--- src/rtl/id_ex_operand_stage_if.sv ---
// Decode-to-execute operand stage bundle: decode slot, MEM/WB bypass sources,
// flush/stall control in; registered EX fields and load-use stall out.
interface id_ex_operand_stage_if #(
    parameter int XLEN = 32,
    parameter int PC_W = 32
);
    logic            i_flush;
    logic            i_stall;
    logic            i_id_valid;
    logic [PC_W-1:0] i_id_pc;
    logic [4:0]      i_rs1_addr;
    logic [4:0]      i_rs2_addr;
    logic [XLEN-1:0] i_rs1_data;
    logic [XLEN-1:0] i_rs2_data;
    logic [4:0]      i_rd_addr;
    logic            i_rd_wren;
    logic            i_is_load;
    logic [4:0]      i_mem_rd_addr;
    logic            i_mem_wren;
    logic [XLEN-1:0] i_mem_data;
    logic [4:0]      i_wb_rd_addr;
    logic            i_wb_wren;
    logic [XLEN-1:0] i_wb_data;

    logic            o_load_use_stall;
    logic            o_ex_valid;
    logic [PC_W-1:0] o_ex_pc;
    logic [4:0]      o_ex_rd_addr;
    logic            o_ex_wren;
    logic            o_ex_is_load;
    logic [XLEN-1:0] o_ex_rs1_data;
    logic [XLEN-1:0] o_ex_rs2_data;
    logic            o_ex_rs1_fwd;
    logic            o_ex_rs2_fwd;

    modport master (
        output i_flush, i_stall, i_id_valid, i_id_pc, i_rs1_addr, i_rs2_addr,
               i_rs1_data, i_rs2_data, i_rd_addr, i_rd_wren, i_is_load,
               i_mem_rd_addr, i_mem_wren, i_mem_data,
               i_wb_rd_addr, i_wb_wren, i_wb_data,
        input  o_load_use_stall, o_ex_valid, o_ex_pc, o_ex_rd_addr, o_ex_wren,
               o_ex_is_load, o_ex_rs1_data, o_ex_rs2_data, o_ex_rs1_fwd, o_ex_rs2_fwd
    );

    modport slave (
        input  i_flush, i_stall, i_id_valid, i_id_pc, i_rs1_addr, i_rs2_addr,
               i_rs1_data, i_rs2_data, i_rd_addr, i_rd_wren, i_is_load,
               i_mem_rd_addr, i_mem_wren, i_mem_data,
               i_wb_rd_addr, i_wb_wren, i_wb_data,
        output o_load_use_stall, o_ex_valid, o_ex_pc, o_ex_rd_addr, o_ex_wren,
               o_ex_is_load, o_ex_rs1_data, o_ex_rs2_data, o_ex_rs1_fwd, o_ex_rs2_fwd
    );
endinterface

--- src/rtl/id_ex_operand_stage.sv ---
// ID/EX pipeline register with operand bypass (EX/MEM/WB) and load-use bubbles.
// Optional load-use stall counter enabled by defining ID_EX_STALL_CNT_EN.
module id_ex_operand_stage #(
    parameter int XLEN = 32,
    parameter int PC_W = 32
) (
    input  logic i_clk,
    input  logic rst_n,
`ifdef ID_EX_STALL_CNT_EN
    output logic [31:0] o_stall_cnt,
`endif
    id_ex_operand_stage_if.slave bus
);

    typedef struct packed {
        logic            fwd;
        logic [XLEN-1:0] data;
    } operand_t;

    // Priority x0 > EX producer > MEM > WB > register file.
    function automatic operand_t resolve(
        input logic [4:0]      addr,
        input logic [XLEN-1:0] rf_data,
        input logic            ex_en,
        input logic [4:0]      ex_rd,
        input logic            mem_wren,
        input logic [4:0]      mem_rd,
        input logic [XLEN-1:0] mem_data,
        input logic            wb_wren,
        input logic [4:0]      wb_rd,
        input logic [XLEN-1:0] wb_data
    );
        operand_t r;
        r = '0;
        if (addr == 5'd0) begin
            r = '0;
        end else if (ex_en && (ex_rd == addr)) begin
            r.fwd = 1'b1;
        end else if (mem_wren && (mem_rd == addr)) begin
            r.data = mem_data;
        end else if (wb_wren && (wb_rd == addr)) begin
            r.data = wb_data;
        end else begin
            r.data = rf_data;
        end
        return r;
    endfunction

    logic            ex_valid_q,    ex_valid_d;
    logic [PC_W-1:0] ex_pc_q,       ex_pc_d;
    logic [4:0]      ex_rd_addr_q,  ex_rd_addr_d;
    logic            ex_wren_q,     ex_wren_d;
    logic            ex_is_load_q,  ex_is_load_d;
    logic [XLEN-1:0] ex_rs1_data_q, ex_rs1_data_d;
    logic [XLEN-1:0] ex_rs2_data_q, ex_rs2_data_d;
    logic            ex_rs1_fwd_q,  ex_rs1_fwd_d;
    logic            ex_rs2_fwd_q,  ex_rs2_fwd_d;

    logic     ex_fwd_en;
    logic     load_use;
    operand_t rs1_res;
    operand_t rs2_res;

    assign ex_fwd_en = ex_valid_q && ex_wren_q;

    always_comb begin
        rs1_res = resolve(bus.i_rs1_addr, bus.i_rs1_data, ex_fwd_en, ex_rd_addr_q,
                          bus.i_mem_wren, bus.i_mem_rd_addr, bus.i_mem_data,
                          bus.i_wb_wren, bus.i_wb_rd_addr, bus.i_wb_data);
        rs2_res = resolve(bus.i_rs2_addr, bus.i_rs2_data, ex_fwd_en, ex_rd_addr_q,
                          bus.i_mem_wren, bus.i_mem_rd_addr, bus.i_mem_data,
                          bus.i_wb_wren, bus.i_wb_rd_addr, bus.i_wb_data);
    end

    // A load in EX cannot be forwarded; its data is available from MEM one cycle later.
    always_comb begin
        load_use = bus.i_id_valid && ex_valid_q && ex_is_load_q && ex_wren_q &&
                   (ex_rd_addr_q != 5'd0) &&
                   ((ex_rd_addr_q == bus.i_rs1_addr) || (ex_rd_addr_q == bus.i_rs2_addr));
    end

    always_comb begin
        ex_valid_d    = ex_valid_q;
        ex_pc_d       = ex_pc_q;
        ex_rd_addr_d  = ex_rd_addr_q;
        ex_wren_d     = ex_wren_q;
        ex_is_load_d  = ex_is_load_q;
        ex_rs1_data_d = ex_rs1_data_q;
        ex_rs2_data_d = ex_rs2_data_q;
        ex_rs1_fwd_d  = ex_rs1_fwd_q;
        ex_rs2_fwd_d  = ex_rs2_fwd_q;
        if (bus.i_flush || (!bus.i_stall && load_use)) begin
            ex_valid_d    = 1'b0;
            ex_pc_d       = '0;
            ex_rd_addr_d  = '0;
            ex_wren_d     = 1'b0;
            ex_is_load_d  = 1'b0;
            ex_rs1_data_d = '0;
            ex_rs2_data_d = '0;
            ex_rs1_fwd_d  = 1'b0;
            ex_rs2_fwd_d  = 1'b0;
        end else if (!bus.i_stall) begin
            ex_valid_d    = bus.i_id_valid;
            ex_pc_d       = bus.i_id_pc;
            ex_rd_addr_d  = bus.i_rd_addr;
            ex_wren_d     = bus.i_id_valid && bus.i_rd_wren;
            ex_is_load_d  = bus.i_id_valid && bus.i_is_load;
            ex_rs1_data_d = rs1_res.data;
            ex_rs2_data_d = rs2_res.data;
            ex_rs1_fwd_d  = rs1_res.fwd;
            ex_rs2_fwd_d  = rs2_res.fwd;
        end
    end

    always_ff @(posedge i_clk or negedge rst_n) begin
        if (!rst_n) begin
            ex_valid_q    <= 1'b0;
            ex_pc_q       <= '0;
            ex_rd_addr_q  <= '0;
            ex_wren_q     <= 1'b0;
            ex_is_load_q  <= 1'b0;
            ex_rs1_data_q <= '0;
            ex_rs2_data_q <= '0;
            ex_rs1_fwd_q  <= 1'b0;
            ex_rs2_fwd_q  <= 1'b0;
        end else begin
            ex_valid_q    <= ex_valid_d;
            ex_pc_q       <= ex_pc_d;
            ex_rd_addr_q  <= ex_rd_addr_d;
            ex_wren_q     <= ex_wren_d;
            ex_is_load_q  <= ex_is_load_d;
            ex_rs1_data_q <= ex_rs1_data_d;
            ex_rs2_data_q <= ex_rs2_data_d;
            ex_rs1_fwd_q  <= ex_rs1_fwd_d;
            ex_rs2_fwd_q  <= ex_rs2_fwd_d;
        end
    end

    assign bus.o_load_use_stall = load_use;
    assign bus.o_ex_valid       = ex_valid_q;
    assign bus.o_ex_pc          = ex_pc_q;
    assign bus.o_ex_rd_addr     = ex_rd_addr_q;
    assign bus.o_ex_wren        = ex_wren_q;
    assign bus.o_ex_is_load     = ex_is_load_q;
    assign bus.o_ex_rs1_data    = ex_rs1_data_q;
    assign bus.o_ex_rs2_data    = ex_rs2_data_q;
    assign bus.o_ex_rs1_fwd     = ex_rs1_fwd_q;
    assign bus.o_ex_rs2_fwd     = ex_rs2_fwd_q;

`ifdef ID_EX_STALL_CNT_EN
    logic [31:0] stall_cnt_q, stall_cnt_d;

    // Count only bubbles actually inserted; saturate instead of wrapping.
    always_comb begin
        stall_cnt_d = stall_cnt_q;
        if (load_use && !bus.i_stall && !bus.i_flush && (stall_cnt_q != 32'hFFFF_FFFF)) begin
            stall_cnt_d = stall_cnt_q + 32'd1;
        end
    end

    always_ff @(posedge i_clk or negedge rst_n) begin
        if (!rst_n) begin
            stall_cnt_q <= '0;
        end else begin
            stall_cnt_q <= stall_cnt_d;
        end
    end

    assign o_stall_cnt = stall_cnt_q;
`endif

endmodule

--- src/flat_wrapper.sv ---
// flat-port wrapper written by rule: the top's interface ports become plain ports
module id_ex_operand_stage_flat 
#(
    parameter int XLEN = 32,
    parameter int PC_W = 32
)
  (i_clk, rst_n, bus_i_flush, bus_i_stall, bus_i_id_valid, bus_i_id_pc, bus_i_rs1_addr, bus_i_rs2_addr, bus_i_rs1_data, bus_i_rs2_data, bus_i_rd_addr, bus_i_rd_wren, bus_i_is_load, bus_i_mem_rd_addr, bus_i_mem_wren, bus_i_mem_data, bus_i_wb_rd_addr, bus_i_wb_wren, bus_i_wb_data, bus_o_load_use_stall, bus_o_ex_valid, bus_o_ex_pc, bus_o_ex_rd_addr, bus_o_ex_wren, bus_o_ex_is_load, bus_o_ex_rs1_data, bus_o_ex_rs2_data, bus_o_ex_rs1_fwd, bus_o_ex_rs2_fwd);
  id_ex_operand_stage_if #(.XLEN(XLEN), .PC_W(PC_W)) bus_i ();
  input  logic i_clk;
  input  logic rst_n;
  input wire logic [$bits(bus_i.i_flush)-1:0] bus_i_flush;
  input wire logic [$bits(bus_i.i_stall)-1:0] bus_i_stall;
  input wire logic [$bits(bus_i.i_id_valid)-1:0] bus_i_id_valid;
  input wire logic [$bits(bus_i.i_id_pc)-1:0] bus_i_id_pc;
  input wire logic [$bits(bus_i.i_rs1_addr)-1:0] bus_i_rs1_addr;
  input wire logic [$bits(bus_i.i_rs2_addr)-1:0] bus_i_rs2_addr;
  input wire logic [$bits(bus_i.i_rs1_data)-1:0] bus_i_rs1_data;
  input wire logic [$bits(bus_i.i_rs2_data)-1:0] bus_i_rs2_data;
  input wire logic [$bits(bus_i.i_rd_addr)-1:0] bus_i_rd_addr;
  input wire logic [$bits(bus_i.i_rd_wren)-1:0] bus_i_rd_wren;
  input wire logic [$bits(bus_i.i_is_load)-1:0] bus_i_is_load;
  input wire logic [$bits(bus_i.i_mem_rd_addr)-1:0] bus_i_mem_rd_addr;
  input wire logic [$bits(bus_i.i_mem_wren)-1:0] bus_i_mem_wren;
  input wire logic [$bits(bus_i.i_mem_data)-1:0] bus_i_mem_data;
  input wire logic [$bits(bus_i.i_wb_rd_addr)-1:0] bus_i_wb_rd_addr;
  input wire logic [$bits(bus_i.i_wb_wren)-1:0] bus_i_wb_wren;
  input wire logic [$bits(bus_i.i_wb_data)-1:0] bus_i_wb_data;
  output wire logic [$bits(bus_i.o_load_use_stall)-1:0] bus_o_load_use_stall;
  output wire logic [$bits(bus_i.o_ex_valid)-1:0] bus_o_ex_valid;
  output wire logic [$bits(bus_i.o_ex_pc)-1:0] bus_o_ex_pc;
  output wire logic [$bits(bus_i.o_ex_rd_addr)-1:0] bus_o_ex_rd_addr;
  output wire logic [$bits(bus_i.o_ex_wren)-1:0] bus_o_ex_wren;
  output wire logic [$bits(bus_i.o_ex_is_load)-1:0] bus_o_ex_is_load;
  output wire logic [$bits(bus_i.o_ex_rs1_data)-1:0] bus_o_ex_rs1_data;
  output wire logic [$bits(bus_i.o_ex_rs2_data)-1:0] bus_o_ex_rs2_data;
  output wire logic [$bits(bus_i.o_ex_rs1_fwd)-1:0] bus_o_ex_rs1_fwd;
  output wire logic [$bits(bus_i.o_ex_rs2_fwd)-1:0] bus_o_ex_rs2_fwd;
  assign bus_i.i_flush = bus_i_flush;
  assign bus_i.i_stall = bus_i_stall;
  assign bus_i.i_id_valid = bus_i_id_valid;
  assign bus_i.i_id_pc = bus_i_id_pc;
  assign bus_i.i_rs1_addr = bus_i_rs1_addr;
  assign bus_i.i_rs2_addr = bus_i_rs2_addr;
  assign bus_i.i_rs1_data = bus_i_rs1_data;
  assign bus_i.i_rs2_data = bus_i_rs2_data;
  assign bus_i.i_rd_addr = bus_i_rd_addr;
  assign bus_i.i_rd_wren = bus_i_rd_wren;
  assign bus_i.i_is_load = bus_i_is_load;
  assign bus_i.i_mem_rd_addr = bus_i_mem_rd_addr;
  assign bus_i.i_mem_wren = bus_i_mem_wren;
  assign bus_i.i_mem_data = bus_i_mem_data;
  assign bus_i.i_wb_rd_addr = bus_i_wb_rd_addr;
  assign bus_i.i_wb_wren = bus_i_wb_wren;
  assign bus_i.i_wb_data = bus_i_wb_data;
  assign bus_o_load_use_stall = bus_i.o_load_use_stall;
  assign bus_o_ex_valid = bus_i.o_ex_valid;
  assign bus_o_ex_pc = bus_i.o_ex_pc;
  assign bus_o_ex_rd_addr = bus_i.o_ex_rd_addr;
  assign bus_o_ex_wren = bus_i.o_ex_wren;
  assign bus_o_ex_is_load = bus_i.o_ex_is_load;
  assign bus_o_ex_rs1_data = bus_i.o_ex_rs1_data;
  assign bus_o_ex_rs2_data = bus_i.o_ex_rs2_data;
  assign bus_o_ex_rs1_fwd = bus_i.o_ex_rs1_fwd;
  assign bus_o_ex_rs2_fwd = bus_i.o_ex_rs2_fwd;
  id_ex_operand_stage #(.XLEN(XLEN), .PC_W(PC_W)) u_core (.i_clk(i_clk), .rst_n(rst_n), .bus(bus_i));
endmodule
--- config.mk ---
export PLATFORM = sky130hd
export DESIGN_NAME = id_ex_operand_stage_flat
export DESIGN_NICKNAME = d
export VERILOG_FILES = /design/src/rtl/id_ex_operand_stage_if.sv /design/src/rtl/id_ex_operand_stage.sv /design/src/flat_wrapper.sv
export SDC_FILE = /design/constraint.sdc
export NUM_CORES = 1
export LEC_CHECK = 0
export BUFFER_PORTS_ARGS = -buffer_cell sky130_fd_sc_hd__buf_2
export CORE_MARGIN = 3
export CORE_UTILIZATION = 46
export CTS_BUF_LIST = sky130_fd_sc_hd__clkbuf_8 sky130_fd_sc_hd__clkbuf_16
export DETAILED_ROUTE_END_ITERATION = 8
export GPL_ROUTABILITY_DRIVEN = 0
export PLACE_DENSITY = 0.92
export SETUP_SLACK_MARGIN = 0.3
export SYNTH_ARGS = -nofsm -noshare
export SYNTH_HDL_FRONTEND = slang
export SYNTH_SLANG_ARGS = --single-unit
--- constraint.sdc ---
create_clock -name i_clk -period 1.9 [get_ports i_clk]
set_input_delay 0.475 -clock i_clk [delete_from_list [all_inputs] [get_ports i_clk]]
set_output_delay 0.475 -clock i_clk [all_outputs]
set_load 0.01 [all_outputs]
==> flow_summary.json <==
{
  "fp.coreArea_um2": 12200,
  "wl_per_cell_um": 20.9,
  "grt_overflow": 0,
  "final_nets": 1107,
  "synth_seq_cells": 106,
  "hp-class": "primary input to asynchronous set/reset pin",
  "cts_tree": "yes",
  "sw_frac_of_total_pct": 30.6,
  "grt_max_degree": 58,
  "min_period_ns": 2.10,
  "yosysSeqAreaShare_pct": 45.6,
  "seqPwrFrac_pct": 43.6,
  "initial_utilization_pct": 47.6,
  "drv_slew": 0,
  "drt-pass1-iter-count": 7,
  "grt_first_pass_wirelength_um": 34000,
  "avgSynthCellArea_um2": 9.83,
  "grt_pass1_vias": 6537,
  "ys.flop_type": "dfrtp_1",
  "place_hpwl_um": 16100,
  "p_per_area_nw_per_um2": 660,
  "rr_worst_depth": 7,
  "clk_pin_slew_ns": 0.08,
  "r2r-start": "u_core.bus.o_ex_rd_addr[1]$_DFFE_PN0P_",
  "criticalPathCategory": "register to primary output",
  "drt_iter0_drc": 693,
  "p_sw_mw": 1.74,
  "crit_path_start_kind": "register",
  "io_pins": 301,
  "slew_headroom_pct": 65.4,
  "synth_cell_types": 34,
  "async_flop_share_pct": 100,
  "place_ws_ns": -0.197,
  "worst_slack_ns": -0.198,
  "area_growth_pct": 48.5,
  "via_per_inst": 6.20,
  "max_cap_violations": 0,
  "drt_wl_total_um": 22700,
  "status": "finished, violations left",
  "reg2reg_to": "u_core.bus.o_ex_rs1_data[14]$_DFFE_PN0P_",
  "max_slew.worst_pin.slew_ns": 0.514,
  "critPathMaxFanout": 4,
  "n_fill_cell": 895,
  "die_height_um": 118,
  "p_int_mw": 3.96,
  "cts.sinks": 106,
  "syn-num-nets": 786,
  "drc": 0,
  "yosysWarnings": 0,
  "port_buffers": 300,
  "clk_latency_ns": 0.34,
  "violations": "negative setup slack",
  "final.period_utilization_pct": 110,
  "drive_above_1_share_pct": 47.1,
  "worstPathRequired_ns": 1.42,
  "root_buffer": "clkbuf_16",
  "hold_viol_final": 0,
  "power_leakage_nw": 4.22,
  "power_mw": 5.70,
  "ctsLongestPathBuffers": 2,
  "synth_cells": 592,
  "vias": 6740,
  "ir_worst_vdd_v": 0.000419,
  "netlist_area_um2": 5820,
  "r2r_setup_slack_ns": -0.08,
  "crit_end": "bus_o_load_use_stall",
  "dieArea_um2": 14000,
  "antenna_found_initial": 3,
  "cp.arrival_ns": 1.62,
  "fmax_mhz": 477,
  "antenna_left": 0,
  "setup_tns_ns": -1.79,
  "cts_buffers": 9,
  "fp-row-count": 40,
  "setup_viol": 33,
  "cp-end-kind": "primary output",
  "final_cell_mix": "298 x buf_2, 101 x dfrtp_1, 64 x o21ai_0, 62 x a32o_1, 61 x o211ai_1",
  "fin_skew_ns": 0.00773,
  "cts_hold_buf": 0,
  "cts_max_level": 3,
  "power_frac_clock_pct": 32.5,
  "synth_edf_count": 0,
  "dieWidth_um": 118,
  "combPwrFrac_pct": 23.9,
  "grt_usage_pct": 30.4,
  "critPathLaunch": "u_core.bus.o_ex_rd_addr[1]$_DFFE_PN0P_",
  "rsz0062_at_grt": "yes",
  "final_common_cell": "buf_2"
}
[routing by layer]
| metal | part of all wire [%] | global-route usage (%) | up-vias |
|---|---|---|---|
| li1 | - | - | 2925 |
| met1 | 35 | 35.7 | 3198 |
| met4 | 3.7 | 11.8 | 4 |
| met2 | 51 | 53.6 | 529 |
| met3 | 10 | 7.42 | 84 |
| met5 | 0.062 | 0 | - |
[sequential cells by signal, indices dropped and copies added, names as in the netlist]
| name | cells |
|---|---|
| u_core.bus.o_ex_is_load | 1 |
| u_core.bus.o_ex_pc | 32 |
| u_core.bus.o_ex_valid | 1 |
| u_core.bus.o_ex_rd_addr | 5 |
| u_core.bus.o_ex_rs2_fwd | 1 |
| u_core.bus.o_ex_rs1_fwd | 1 |
| u_core.bus.o_ex_wren | 1 |
| u_core.bus.o_ex_rs2_data | 32 |
| u_core.bus.o_ex_rs1_data | 32 |
[kinds of logic after synthesis]
group / count (synthesis) / synth area share, %
flip-flops: 106 / 45.6
buffers and inverters: 98 / 7.20
AND/OR/NAND/NOR: 116 / 10.5
XOR/XNOR: 30 / 4.52
AO/OA/AOI/OAI: 242 / 32.2
[worst min-delay path by stage]
stage | slack, ns | cells past startpoint | startpoint | to
2_1_floorplan | 0.18 | 0 | rst_n | u_core.bus.o_ex_is_load$_DFFE_PN0P_
3_3_place_gp | 0.42 | 1 | rst_n | u_core.bus.o_ex_rs1_data[17]$_DFFE_PN0P_
3_5_place_dp | 0.43 | 1 | rst_n | u_core.bus.o_ex_rs1_data[17]$_DFFE_PN0P_
4_1_cts | 0.05 | 1 | rst_n | u_core.bus.o_ex_rs1_data[17]$_DFFE_PN0P_
5_1_grt | 0.06 | 1 | rst_n | u_core.bus.o_ex_rs1_data[17]$_DFFE_PN0P_
6_report | 0.05 | 1 | rst_n | u_core.bus.o_ex_rs1_data[17]$_DFFE_PN0P_
[critical path, cell delays in order (launching register included)]
cell	delay [ns]
dfrtp_2	0.47
xnor2_2	0.20
nand2_2	0.11
o22ai_2	0.21
and2_1	0.16
buf_6	0.11
[cell type report]
class	count	area [um^2]	area share (%)
tap	168	210	2.43
multi-input combinational	388	2980	34.6
antenna	1	2.50	0.0290
clock inverter	7	68.8	0.797
timing repair buffer	375	2360	27.4
clock buffer	9	225	2.61
inverter	33	124	1.43
sequential	106	2660	30.8
[cells in the mapped netlist, types with 2 or more instances]
master,instances,share of area [%]
dfrtp_1,106,46
o21ai_0,64,5.5
a32o_1,63,11
o211ai_1,61,7.9
clkbuf_1,44,2.8
nand2_1,40,2.6
a22o_1,38,5.7
or4_1,37,4.8
inv_1,32,2.1
xnor2_1,30,4.5
nor2_1,20,1.3
buf_2,15,1.3
buf_6,4,0.77
nand3_1,4,0.34
nand4_1,3,0.32
nor3_1,3,0.26
nor4_1,3,0.32
o211a_1,3,0.52
o21ai_1,3,0.26
clkbuf_2,2,0.17
o31ai_1,2,0.26
or2_1,2,0.22
or3_1,2,0.22
[stage by stage]
step	hold WS (ns)	instances	utilization (%)	area, um^2
floorplan	0.179	592	-	5900
global placement	0.424	1047	64.5	7880
detailed placement	0.429	1047	64.5	7880
CTS	0.0524	1076	68.7	8390
global route	0.0618	1087	70.7	8640
finish	0.0506	1087	70.7	8640
[power by group through the flow]
stage	Sequential [mW]	Clock, mW	Combinational [mW]
2_1_floorplan	2.57	0	0.501
3_3_place_gp	2.52	0	1.20
3_5_place_dp	2.52	0	1.23
4_1_cts	2.48	1.87	1.29
5_1_grt	2.50	1.96	1.46
6_report	2.48	1.85	1.36
[repair_timing]
| item | in CTS | in global routing |
|---|---|---|
| setup endpoints to repair | 105 | 109 |
| cloned | 2 | 1 |
| buffers inserted | 11 | 9 |
| pin swaps | 15 | 16 |
| resized for setup | 24 | 24 |
(Power assumes the default switching activity.)
